===== src/rtl/dpram_arb_pkg.sv =====
// Shared definitions for the dual-port RAM arbiter.
//   ADDR_W_DEF / DATA_W_DEF / CNT_W_DEF : default address, data and counter widths
//   prio_t : which port wins the next same-address hazard
package dpram_arb_pkg;

  localparam int unsigned ADDR_W_DEF = 3;
  localparam int unsigned DATA_W_DEF = 8;
  localparam int unsigned CNT_W_DEF  = 8;

  typedef enum logic {
    PRIO_A = 1'b0,
    PRIO_B = 1'b1
  } prio_t;

endpackage : dpram_arb_pkg


===== src/rtl/dual_port_ram.sv =====
// Simple true dual-port RAM, 2**ADDR_W words of DATA_W bits, synchronous
// read (read-first) and synchronous write on both ports.
//   clk            : clock
//   we_a_i/we_b_i  : write enables
//   addr_a_i/b_i   : addresses
//   data_in_a_i/b_i: write data
//   data_out_a_o/b_o: read data, registered one cycle after the address
// Writing the same address from both ports in one cycle is not resolved
// here; the caller must never do it.
module dual_port_ram #(
  parameter int unsigned ADDR_W = 3,
  parameter int unsigned DATA_W = 8
) (
  input  logic              clk,
  input  logic              we_a_i,
  input  logic [ADDR_W-1:0] addr_a_i,
  input  logic [DATA_W-1:0] data_in_a_i,
  output logic [DATA_W-1:0] data_out_a_o,
  input  logic              we_b_i,
  input  logic [ADDR_W-1:0] addr_b_i,
  input  logic [DATA_W-1:0] data_in_b_i,
  output logic [DATA_W-1:0] data_out_b_o
);

  logic [DATA_W-1:0] mem_q [2**ADDR_W];
  logic [DATA_W-1:0] dout_a_q;
  logic [DATA_W-1:0] dout_b_q;

  // NOTE: the storage array has no reset so it maps onto RAM macros; its
  // contents survive a controller reset.
  always_ff @(posedge clk) begin
    if (we_a_i) mem_q[addr_a_i] <= data_in_a_i;
    if (we_b_i) mem_q[addr_b_i] <= data_in_b_i;
    dout_a_q <= mem_q[addr_a_i];
    dout_b_q <= mem_q[addr_b_i];
  end

  assign data_out_a_o = dout_a_q;
  assign data_out_b_o = dout_b_q;

endmodule : dual_port_ram


===== src/rtl/dual_port_ram_arbiter.sv =====
// Front-end for dual_port_ram: req/gnt handshake per port, same-address
// hazard detection with round-robin serialisation, read-valid strobes and
// a saturating hazard counter.
//   clk, rst (sync, active-high)
//   req_x/we_x/addr_x/wdata_x : request from port x (held until granted)
//   gnt_x                     : combinational grant
//   rvalid_x/rdata_x          : read data, one cycle after a granted read
//   conflict_cnt              : saturating count of hazard (stall) cycles
module dual_port_ram_arbiter
  import dpram_arb_pkg::*;
#(
  parameter int unsigned ADDR_W = ADDR_W_DEF,
  parameter int unsigned DATA_W = DATA_W_DEF,
  parameter int unsigned CNT_W  = CNT_W_DEF
) (
  input  logic              clk,
  input  logic              rst,
  input  logic              req_a,
  input  logic              we_a,
  input  logic [ADDR_W-1:0] addr_a,
  input  logic [DATA_W-1:0] wdata_a,
  output logic              gnt_a,
  output logic              rvalid_a,
  output logic [DATA_W-1:0] rdata_a,
  input  logic              req_b,
  input  logic              we_b,
  input  logic [ADDR_W-1:0] addr_b,
  input  logic [DATA_W-1:0] wdata_b,
  output logic              gnt_b,
  output logic              rvalid_b,
  output logic [DATA_W-1:0] rdata_b,
  output logic [CNT_W-1:0]  conflict_cnt
);

  prio_t             prio_q, prio_d;
  logic              rvalid_a_q, rvalid_a_d;
  logic              rvalid_b_q, rvalid_b_d;
  logic [CNT_W-1:0]  cnt_q, cnt_d;
  logic              hazard;
  logic              xfer_a, xfer_b;

  // A read-read on the same address is harmless; anything involving a write
  // must be serialised. Reset masks the hazard so nothing is counted or
  // rotated while the block is held in reset.
  assign hazard = !rst && req_a && req_b && (addr_a == addr_b) && (we_a || we_b);

  // NOTE: every output of this block gets a default first, so no path
  // leaves a signal unassigned and no latch is inferred.
  always_comb begin
    gnt_a      = 1'b0;
    gnt_b      = 1'b0;
    prio_d     = prio_q;
    cnt_d      = cnt_q;
    if (!rst) begin
      if (hazard) begin
        gnt_a  = (prio_q == PRIO_A);
        gnt_b  = (prio_q == PRIO_B);
        // The loser gets priority, so it wins the very next cycle.
        prio_d = (prio_q == PRIO_A) ? PRIO_B : PRIO_A;
        if (cnt_q != {CNT_W{1'b1}}) cnt_d = cnt_q + CNT_W'(1);
      end else begin
        gnt_a  = req_a;
        gnt_b  = req_b;
      end
    end
  end

  assign xfer_a     = req_a && gnt_a;
  assign xfer_b     = req_b && gnt_b;
  assign rvalid_a_d = xfer_a && !we_a;
  assign rvalid_b_d = xfer_b && !we_b;

  // NOTE: state registers use non-blocking assignments so every flop
  // samples the pre-edge value of every other flop.
  always_ff @(posedge clk) begin
    if (rst) begin
      prio_q     <= PRIO_A;
      rvalid_a_q <= 1'b0;
      rvalid_b_q <= 1'b0;
      cnt_q      <= '0;
    end else begin
      prio_q     <= prio_d;
      rvalid_a_q <= rvalid_a_d;
      rvalid_b_q <= rvalid_b_d;
      cnt_q      <= cnt_d;
    end
  end

  dual_port_ram #(
    .ADDR_W (ADDR_W),
    .DATA_W (DATA_W)
  ) u_ram (
    .clk          (clk),
    .we_a_i       (xfer_a && we_a),
    .addr_a_i     (addr_a),
    .data_in_a_i  (wdata_a),
    .data_out_a_o (rdata_a),
    .we_b_i       (xfer_b && we_b),
    .addr_b_i     (addr_b),
    .data_in_b_i  (wdata_b),
    .data_out_b_o (rdata_b)
  );

  assign rvalid_a     = rvalid_a_q;
  assign rvalid_b     = rvalid_b_q;
  assign conflict_cnt = cnt_q;

endmodule : dual_port_ram_arbiter


===== config.mk =====
export PLATFORM = sky130hd
export DESIGN_NAME = dual_port_ram_arbiter
export DESIGN_NICKNAME = d
export VERILOG_FILES = /design/src/rtl/dpram_arb_pkg.sv /design/src/rtl/dual_port_ram.sv /design/src/rtl/dual_port_ram_arbiter.sv
export SDC_FILE = /design/constraint.sdc
export NUM_CORES = 1
export LEC_CHECK = 0
export CORE_MARGIN = 2
export CORE_UTILIZATION = 55
export CTS_BUF_LIST = sky130_fd_sc_hd__clkbuf_8
export CTS_CLUSTER_DIAMETER = 60
export DETAILED_ROUTE_END_ITERATION = 8
export PLACE_DENSITY = 0.79
export SYNTH_ARGS = -nofsm -noshare
export SYNTH_HDL_FRONTEND = slang
export SYNTH_HIERARCHICAL = 1
export SYNTH_SLANG_ARGS = --single-unit

===== constraint.sdc =====
create_clock -name clk -period 3.1 [get_ports clk]
set_clock_uncertainty 0.2 [all_clocks]
set_input_delay 0.31 -clock clk [delete_from_list [all_inputs] [get_ports clk]]
set_output_delay 0.31 -clock clk [all_outputs]
set_load 0.01 [all_outputs]

Word-level counts from Yosys, hierarchy flattened
Memory sizes are Yosys's and may differ from the RTL's. A register that Yosys moved wholly into a read port is not among the register bits.
Index checks and enable logic that the tools add are counted.
{ "word_totals": {"reg_bits": 11, "latchBits": 0, "mem_bits_rw": 64, "rom_bits": 0, "input_bits": 28, "mem_count": 1} }
{ "classes": {"n_addsub": 1, "multipliers": 0, "n_div": 0, "order_cmp": 0, "n_eq_ne": 2, "shift": 0, "mux": 9, "bitwise": 1, "reduce_logical": 15} }
{ "mem_list": {"columns": ["memory", "words", "word_bits", "read_ports", "rd_clocked_by_memory_dff", "write_ports", "line", "text"], "rows": [
  ["u_ram.mem_q", 8, 8, 2, 2, 2, "dual_port_ram.sv:25", "logic [DATA_W-1:0] mem_q [2**ADDR_W];"]
]} }
{ "op_table": {"columns": ["operator", "n"], "rows": [
  ["$logic_and 1x1->1", 10],
  ["$mux 1", 9],
  ["$add 8x1->8 const B", 1],
  ["$ne 8x8->1 const B", 1],
  ["$eq 3x3->1", 1],
  ["$logic_not 1->1", 3],
  ["$reduce_and 2->1", 1],
  ["$logic_or 1x1->1", 1],
  ["$not 1->1", 1]
]} }

Logic depth before layout (Yosys ltp)
Gate-level depths: netlist (run 1).
{ "logic_depth": {"depth_word": 11, "ltp_mapped": 9, "mapped_depth_nobuf": 7} }

Modules after synthesis
Netlist (run 1), hierarchy kept.
{ "modules_own_cells": {"columns": ["mod", "instances", "cells_each", "area_per_inst_um2"], "rows": [
  ["dual_port_ram", 1, 231, 4214.0],
  ["dual_port_ram_arbiter", 1, 62, 580.6]
]} }

Least setup slack after synthesis (run 1)
Ideal clock, no wire load.
{ "synth_path": {"path_type": "in2reg", "start": "in addr_b[1]", "end": "mem u_ram.mem_q[3][0] (enable)", "t_arrival_ns": 2.131, "required_time_ns": 2.516, "setup_slack_ns": 0.385, "stages": 7, "path_buffers": 0, "cell_sequence": "xor2_1 nor3_4 nand2_1 mux2i_1 and2_1 nand2b_1 o21ai_0"} }
{ "synth_lines": {"columns": ["element", "line", "text"], "rows": [
  ["start, declared", "dual_port_ram_arbiter.sv:27", "input logic [ADDR_W-1:0] addr_b,"],
  ["end, declared", "dual_port_ram.sv:25", null]
]} }

==> results.md, run 1 <==
* Worst slack, placed at -0.0500 ns
* Final Hold Vio Count at 0
* Final #Nets at 405
* Post-synthesis sequential area ratio at 51.4%
* Num ports at 56
* Post-synthesis register bit count at 91
* Post-synth top area share at 40.1%
* Mean Syn Cell Area at 16.4 um2
* Most area-hungry cell type in the Yosys netlist: edfxtp_1
* Drt first pass iters at 4
* Clock latency on the worst-skew pair at 0.37 ns
* PwrDens at 435 nW/um2
* Gp weighted congestion at 0.793
* Critical Path RT at 2.97 ns
* PnR worst setup slack at 0.288 ns
* Setup TNS at 0 ns
* DP HPWL at 7380 um
* Worst EP arrival at 2.68 ns
* CP Class: primary input to flop
* RSZ-0062 raised after global routing: no
* CP Capture Point: u_ram/mem_q[7][2]
* Number of CTS-inserted buffers at 9
* FF-to-FF End: u_ram/mem_q[1][6]
* Crit path time final at 2.81 ns
* Register area at 2460 um2
* GRT Util Overall at 24.3%
* CTS tree: done
* Area of the multi-input gates at 2240 um2
* Root buf cell: clkbuf_8
* H-tree depth at 3
* DRT iter0 DRCs at 241
* Reg2reg start: prio_q
* Die outline height at 97.4 um
* Remaining antenna violation count at 0
* Die area at 9480 um2
* Lkg Pwr at 0.00211 uW
* R2R depth at 7
* Fillers at 606
* Initial antenna violation count at 0
* Crit-path max FO at 4
* Row Count at 34
* Final Cycle Share at 90.7%
* Worst VDD drop at 0.000342 V
* Clk slew on worst S/H paths at 0.10 ns
* Status: complete, no violations
* Vias/cell at 6.15
* Slew Viols, Final at 0
* Setup-failing EPs final at 0
* Max frequency at 0.356 GHz
* Post-Synthesis Cells at 293
* Uppermost layer routed: met4
* Slew headroom at 71.0%
* Worst-Margin Slew at 0.431 ns
* Syn nets at 322
* Number of remaining DRC errors at 0
* Largest net degree at the start of global routing at 25
* Number of global-route vias before repair at 3101
* Layout cells sized above 1 at 41.5%
* Synthesis Warnings at 6
* IO buf count at 55
* Die Wd at 97.4 um
* Cts hold-fix bufs at 0
* Hold WC Path Type: flop to flop
* Crit. Startpoint: addr_b[0]
* # clock sinks at 91
* Met2 routed WL at 5470 um
* # diodes at 0
* Vias at 3006
* Internal reg-to-reg setup slack at 0.82 ns
* Critical Path Source Type: primary input
* Crit end category: flop
* Total Wirelength at 10900 um
* Yosys cell types at 41
* DR WL/cell at 22.3 um
* Mapped Area at 4790 um2
* Initial Util at 55.8%
* Syn-to-layout area delta at 22.9%
* Maximum clock insertion buffer count at 2
* Setup Buffers After CTS at 0
* Total core area at 8590 um2
* Synth area leaders: edfxtp_1, mux2_2, dfxtp_1
* Metal-1 WL at 4580 um
* Synth async-reset ratio at 0%
* Main synth FF type: edfxtp_1
* First-pass GRT wire length at 17300 um
* EDFF count, synth at 64
* Max cap viols at 0
* Met3 WL at 710 um
* GRT overflow at 0
* Post-cts sizing count at 0
[power breakdown]
part,switching [uW],internal (uW),total (uW)
logic,141,192,334
clock network,420,452,872
registers,14.9,1340,1360
total,576,1990,2560
[state kept, by name (all words and copies together) (netlist names)]
| register | cells |
|---|---|
| u_ram/data_out_a_o | 8 |
| conflict_cnt | 8 |
| u_ram/mem_q | 64 |
| u_ram/data_out_b_o | 8 |
| rvalid_b | 1 |
| rvalid_a | 1 |
| prio_q | 1 |
[how the worst min path moves through the flow]
stage	slack [ns]	to	depth (start not counted)	start
global route	0.35	conflict_cnt[6]	1	conflict_cnt[6]
global placement	0.28	conflict_cnt[6]	1	conflict_cnt[6]
finish	0.31	conflict_cnt[6]	1	conflict_cnt[6]
detailed placement	0.29	conflict_cnt[6]	1	conflict_cnt[6]
floorplan	0.18	rvalid_a	1	we_a
CTS	0.31	conflict_cnt[6]	1	conflict_cnt[6]
[worst max-delay path: stages]
cell and delay (ns):
clkdlybuf4s50_1 0.51, xor2_1 0.27, nor3_4 0.07, nand2_1 0.10
buf_4 0.12, mux2i_1 0.24, and2_1 0.27, nand2_1 0.13
o21ai_0 0.39, buf_4 0.25
[cells in the final DEF, fill, tap and decap left out, types with 2 or more instances in the layout]
cell type and n:
a31o_2 2, and4bb_2 2, buf_12 2, buf_4 32, bufinv_16 2, clkbuf_8 9, clkdlybuf4s50_1 55, clkinvlp_4 2
dfxtp_1 27, edfxtp_1 64, inv_1 4, mux2_1 4, mux2_2 78, mux2i_1 2, mux4_1 16, mux4_2 16
nand2_1 6, nand2b_1 3, nand3_1 2, nand3_2 2, nand4_2 2, nand4b_2 3, nor2_1 10, nor2b_1 3
o21ai_0 5, o21bai_1 2, xor2_1 7
[Yosys cell counts, types with 2 or more instances]
cell type	number
nor2b_1	3
nor2_1	10
inv_1	3
mux4_1	16
clkbuf_1	5
mux4_2	16
mux2_2	78
nand4b_2	3
a31o_2	2
nor4bb_1	2
and4bb_2	2
dfxtp_1	27
nand2_1	6
nand3_2	2
buf_6	2
xor2_1	7
nand2b_1	3
o21bai_1	2
nand3_1	2
edfxtp_1	64
o21ai_0	5
mux2i_1	2
mux2_1	4
nand4_2	2
buf_2	9
[per-stage QoR]
step / total power (uW) / utilization (%) / std cells / hold slack [ns] / instance area, um2
2_1_floorplan: 1560 / - / 293 / 0.182 / 4790
5_1_grt: 2670 / 68.6 / 489 / 0.350 / 5890
4_1_cts: 2590 / 68.6 / 489 / 0.310 / 5890
3_5_place_dp: 1720 / 66.0 / 473 / 0.295 / 5680
3_3_place_gp: 1710 / 66.0 / 473 / 0.281 / 5680
6_report: 2560 / 68.6 / 489 / 0.310 / 5890
[logic make-up after synthesis]
group / Yosys count / synth area share, %
AND/OR/NAND/NOR: 45 / 7.10
flip-flops: 91 / 51.4
AO/OA/AOI/OAI: 13 / 1.90
adder cells (fa/ha/maj): 1 / 0.261
multiplexers: 116 / 36.0
buffers and inverters: 20 / 2.14
XOR/XNOR: 7 / 1.28
[per-layer routing]
metal  vias up  GRT usage [%]
met4         0           7.69
met3        12           5.40
li1       1358              -
met1      1521           32.5
met5         -              0
met2       115           39.9
[layout make-up]
class,count,area share (%)
multi-input combinational,182,37.9
timing repair buffer,89,14.1
inverter,3,0.191
clock inverter,7,1.57
sequential,91,41.8
tap,108,2.29
clock buffer,9,2.10
(Power assumes the default switching activity.)
==> inputs of run 2 (changes only) <==
Settings changed: PLACE_DENSITY 0.79 to not set, PLACE_DENSITY_LB_ADDON set to 0.3.
==> run 2 against run 1 <==
Compared with the run above:
- count of clock-buffer cells in the layout did not move
- design area fell by 0.47%
- sequential share of layout area rose by 0.20 points
- flip-flop and latch count did not move
- worst setup slack got worse by 0.046 ns
- total power fell by 0.81%
- first-iteration DRC count rose by 9.1%
- largest power group unchanged
==> results.md, run 2 (same netlist as run 1, synthesis figures left out) <==
* Status: complete, no violations
* Layout cells sized above 1 at 41.2% (-0.26 points)
* Slew Viols, Final at 0 (unchanged)
* Die outline height at 97.4 um (unchanged)
* Maximum clock insertion buffer count at 2 (unchanged)
* GRT overflow at 0 (unchanged)
* Initial Util at 55.8% (unchanged)
* Lkg Pwr at 0.00210 uW (-0.45%)
* Die Wd at 97.4 um (unchanged)
* DP HPWL at 7320 um (-0.84%)
* Vias at 3012 (+0.20%)
* First-pass GRT wire length at 17000 um (-1.2%)
* Drt first pass iters at 4 (unchanged)
* Max frequency at 0.350 GHz (-1.6%)
* CTS tree: done
* Slew headroom at 73.2% (+2.2 points)
* Setup-failing EPs final at 0 (unchanged)
* Commonest cells after routing, fill and taps aside: mux2_2, edfxtp_1, clkdlybuf4s50_1
* Setup TNS at 0 ns (unchanged)
* Crit path time final at 2.86 ns (+0.0458 ns)
* Final #Nets at 406 (+0.25%)
* Number of remaining DRC errors at 0 (unchanged)
* Reg with most FFs: u_ram/mem_q
* Max cap viols at 0 (unchanged)
* # clock sinks at 91 (unchanged)
* Number of CTS-inserted buffers at 9 (unchanged)
* Worst-Margin Slew at 0.403 ns (-0.0283 ns)
* DRT iter0 DRCs at 263 (+9.1%)
* Clk slew on worst S/H paths at 0.09 ns (about the same)
* Critical Path RT at 2.96 ns (about the same)
* Worst EP arrival at 2.72 ns (+0.04 ns)
* Clock latency on the worst-skew pair at 0.36 ns (about the same)
* Remaining antenna violation count at 0 (unchanged)
* Vias/cell at 6.16 (+0.20%)
* Row Count at 34 (unchanged)
* Num ports at 56 (unchanged)
* Root buf cell: clkbuf_8
* Gp weighted congestion at 0.815 (+2.8%)
* Initial antenna violation count at 0 (unchanged)
* Fillers at 606 (unchanged)
* # diodes at 0 (unchanged)
* Largest net degree at the start of global routing at 25 (unchanged)
* Cts hold-fix bufs at 0 (unchanged)
* Hold WC Path Type: flop to flop
* Number of global-route vias before repair at 3087 (-0.45%)
* PwrDens at 434 nW/um2 (-0.34%)
* Pwr Total at 2540 uW (-0.81%)
* IO buf count at 55 (unchanged)
* Syn-to-layout area delta at 22.3%
* Critical Path Source Type: primary input
* RSZ-0062 raised after global routing: no
* CP Class: primary input to flop
* Crit end category: flop
* DR WL/cell at 22.0 um (-1.3%)
* GRT Util Overall at 23.8% (-0.45 points)
* Most common cell after layout, fill and taps aside: mux2_2
* Total core area at 8590 um2 (unchanged)
* Setup Buffers After CTS at 0 (unchanged)
* Final Hold Vio Count at 0 (unchanged)
* Final Cycle Share at 92.2% (+1.5 points)
* Post-cts sizing count at 0 (unchanged)
* Crit-path max FO at 9 (+5)
* H-tree depth at 3 (unchanged)
* Die area at 9480 um2 (unchanged)
* Total Wirelength at 10800 um (-1.3%)
* Max reg flops at 64 (unchanged)
* Worst VDD drop at 0.000283 V (-17%)
[run 2: cell types whose count changed in the layout (fill, tap and decap cells not counted), sizes merged]
cell and delta:
inv -1, buf +1
[run 2: path summary, 6_finish.rpt]
| kind | cells after the start | slack (ns) | endpoint | from |
|---|---|---|---|---|
| worst max-delay path | 10 | 0.24 | u_ram/mem_q[2][2] | addr_b[0] |
| worst max register to register | 6 | 0.73 | u_ram/mem_q[2][2] | prio_q |
| worst min register to register | 1 | 0.30 | conflict_cnt[6] | conflict_cnt[6] |
| worst min-delay path | 1 | 0.30 | conflict_cnt[6] | conflict_cnt[6] |
[run 2: final cells by class]
cell class              count  area, um2  area share, %
repair buffers             90        813           13.9
flip-flops and latches     91       2460           42.0
inverters                   3       11.3          0.192
clock inverters             6       82.6           1.41
clock buffers               9        124           2.11
multi-input cells         182       2240           38.1
well taps                 108        135           2.30
[run 2: worst max-delay path, stage by stage]
cell and delay (ns):
clkdlybuf4s50_1 0.50, xor2_1 0.25, nor3_4 0.07, nand2_1 0.09, nor2_1 0.06, nor4bb_1 0.27, buf_4 0.22, and4bb_2 0.50
o21bai_1 0.21, buf_4 0.23
[run 2: layer usage]
metal  vias up  routed length [um]  track usage, %
li1       1374                   -               -
met1      1510                4480            32.3
met2       119                5300            38.0
met3         9                 859            6.83
met4         0                 112            6.62
met5         -                   0               0
[run 2: per-stage QoR]
stage / hold WS, ns / worst slack, ns / instances / util (%) / area, um2
2_1_floorplan: 0.182 / 0.385 / 293 / - / 4790
3_3_place_gp: 0.280 / -0.0923 / 474 / 65.8 / 5660
3_5_place_dp: 0.291 / -0.109 / 474 / 65.8 / 5660
4_1_cts: 0.304 / 0.246 / 489 / 68.2 / 5860
5_1_grt: 0.339 / 0.0240 / 489 / 68.2 / 5860
6_report: 0.303 / 0.242 / 489 / 68.2 / 5860
[run 2: where the power goes]
part	switching [uW]	leakage, uW	internal, uW
combinational	139	0.00119	192
clock	410	0.000100	444
sequential	15.3	0.000802	1340
total	564	0.00210	1980
==> inputs of run 3 (changes only) <==
Settings changed: CORE_ASPECT_RATIO set to 1.25.
==> run 3 against run 2 <==
Compared with the run above:
- maximum frequency grew 0.74%
- count of clock-buffer cells in the layout is the same
- combinational power grew 3%
- routed wire length grew 4.9%
- final cell count grew 1.0%
- non-clock buffer count grew 12
- global-route usage grew 1.1 points
- via count grew 2.3%
- die area is essentially flat
==> results.md, run 3 (same netlist as run 1, synthesis figures left out) <==
* Worst slack, placed at -0.0388 ns (+0.0697 ns)
* PwrDens at 419 nW/um2 (-3.4%)
* Max reg flops at 64 (unchanged)
* Reg with most FFs: u_ram/mem_q
* Clk slew on worst S/H paths at 0.09 ns (about the same)
* GRT overflow at 0 (unchanged)
* Max cap viols at 0 (unchanged)
* Total Wirelength at 11300 um (+4.9%)
* Largest net degree at the start of global routing at 25 (unchanged)
* Hold WC Path Type: flop to flop
* Die outline height at 108 um (+11%)
* Slew Viols, Final at 0 (unchanged)
* Total core area at 8560 um2 (-0.41%)
* Setup-failing EPs final at 0 (unchanged)
* Max frequency at 0.353 GHz (+0.74%)
* Drt first pass iters at 4 (unchanged)
* Post-cts sizing count at 0 (unchanged)
* Int Power at 1910 uW (-3.5%)
* First-pass GRT wire length at 17000 um (-0.29%)
* Root buf cell: clkbuf_8
* Final Cycle Share at 91.5% (-0.68 points)
* Crit end category: primary output
* Slew headroom at 73.8% (+0.68 points)
* Finished Layout Cells at 494 (+1.0%)
* Num ports at 56 (unchanged)
* P_sw at 589 uW (+4.4%)
* R2R depth at 7 (+1)
* Reg2reg start: prio_q
* CTS tree: done
* Fillers at 567 (-6.4%)
* Hold Path Sink: conflict_cnt[6]
* Uppermost layer routed: met4
* Crit path time final at 2.84 ns (-0.0209 ns)
* IO buf count at 55 (unchanged)
* Clock power frac at 32.0% (-1.6 points)
* Remaining antenna violation count at 0 (unchanged)
* Status: complete, no violations
* Cts hold-fix bufs at 0 (unchanged)
* Most common cell after layout, fill and taps aside: mux2_2
* Flop pwr share at 54.4% (+1.0 points)
* Crit-path max FO at 2 (-7)
* Syn-to-layout area delta at 24.5%
* Min-delay src: conflict_cnt[6]
* H-tree depth at 3 (unchanged)
* Vias at 3080 (+2.3%)
* Switch share at 23.6% (+1.4 points)
* Lkg Pwr at 0.00216 uW (+3.2%)
* DRT iter0 DRCs at 339 (+29%)
* Initial antenna violation count at 0 (unchanged)
* Met3 WL at 707 um (-18%)
* Die area at 9490 um2 (about the same)
* # diodes at 0 (unchanged)
* Commonest cells after routing, fill and taps aside: mux2_2, edfxtp_1, clkdlybuf4s50_1
* Worst EP arrival at 2.33 ns (-0.39 ns)
* PnR worst setup slack at 0.263 ns (+0.0209 ns)
* Hold depth at 1 (unchanged)
* GRT Util Overall at 25.0% (+1.1 points)
* FF-to-FF End: u_ram/mem_q[1][4]
* Worst hold slack at 0.328 ns (+0.0255 ns)
* DP HPWL at 7780 um (+6.4%)
* Critical Path RT at 2.59 ns (-0.37 ns)
* Vias/cell at 6.23 (+1.2%)
* Final Hold Vio Count at 0 (unchanged)
* Die Wd at 87.5 um (-10%)
* Initial Util at 56.0% (+0.23 points)
* Internal reg-to-reg setup slack at 0.79 ns (+0.06 ns)
* # clock sinks at 91 (unchanged)
* Met2 routed WL at 5810 um (+9.5%)
* Placed cells at 478 (+0.84%)
* Number of global-route vias before repair at 3163 (+2.5%)
* Layout cells sized above 1 at 43.7% (+2.4 points)
* Setup Buffers After CTS at 0 (unchanged)
* Critical Path Source Type: primary input
* Worst-Margin Slew at 0.388 ns (-0.0143 ns)
* Logic pwr share at 13.7% (+0.7 points)
* Post-layout util at 69.7% (+1.5 points)
* Number of remaining DRC errors at 0 (unchanged)
* DR WL/cell at 22.8 um (+3.8%)
* Clock latency on the worst-skew pair at 0.37 ns (about the same)
* Gp weighted congestion at 0.818 (+0.33%)
* Worst VDD drop at 0.000367 V (+30%)
* CP Class: primary input to primary output
* Row Count at 38 (+12%)
* Number of CTS-inserted buffers at 9 (unchanged)
* Maximum clock insertion buffer count at 2 (unchanged)
* Final #Nets at 418 (+3.0%)
* Metal-1 WL at 4590 um (+2.6%)
* RSZ-0062 raised after global routing: no
[run 3: cell types whose count changed in the layout (fill, tap and decap cells not counted)]
cell       previous run  this run
buf_12                0         3
buf_4                35        44
bufinv_16             2         1
clkinv_1              1         0
clkinv_2              0         3
clkinv_4              0         1
inv_1                 4         3
[run 3: power groups by stage]
stage | combinational (uW) | clock (uW) | sequential (uW)
after floorplan | 171 | 0 | 1390
final | 342 | 799 | 1360
after detailed placement | 341 | 0 | 1390
after CTS | 343 | 818 | 1360
after global routing | 361 | 858 | 1360
after global placement | 334 | 0 | 1380
[run 3: worst max path at each step]
stage	slack (ns)	from	end
3_3_place_gp	-0.01	addr_b[1]	u_ram/mem_q[5][1]
2_1_floorplan	0.38	addr_b[1]	u_ram/mem_q[3][0]
4_1_cts	0.26	addr_b[1]	gnt_a
5_1_grt	0.17	addr_a[1]	gnt_a
6_report	0.26	addr_a[1]	gnt_a
3_5_place_dp	-0.04	addr_a[1]	u_ram/mem_q[1][7]
[run 3: metrics by stage]
stage / setup TNS, ns / cell area [um2] / total power (uW)
floorplan: 0 / 4790 / 1560
global placement: -0.0520 / 5780 / 1720
detailed placement: -0.448 / 5780 / 1730
CTS: 0 / 5970 / 2520
global route: 0 / 5970 / 2580
finish: 0 / 5970 / 2500
[run 3: layout make-up]
class                      instances  area (um2)  area share (%)
sequential                        91        2460            41.3
clock buffer                       9         124            2.08
multi-input combinational        182        2240            37.5
tap                              100         125            2.10
clock inverter                     7        68.8            1.15
inverter                           3        11.3           0.189
timing repair buffer             102         941            15.8
[run 3: critical path, cell delays in order]
cell and delay [ns]:
clkdlybuf4s50_1 0.48, xor2_1 0.17, buf_4 0.14, nor3_4 0.17, nand2_1 0.08, buf_4 0.14
mux2i_1 0.16, buf_4 0.14, clkdlybuf4s50_1 0.52
[run 3: layer usage]
| metal | vias up | track usage, % |
|---|---|---|
| met1 | 1558 | 32.4 |
| met3 | 15 | 4.96 |
| met4 | 0 | 8.24 |
| li1 | 1381 | - |
| met5 | - | 0 |
| met2 | 126 | 42.0 |
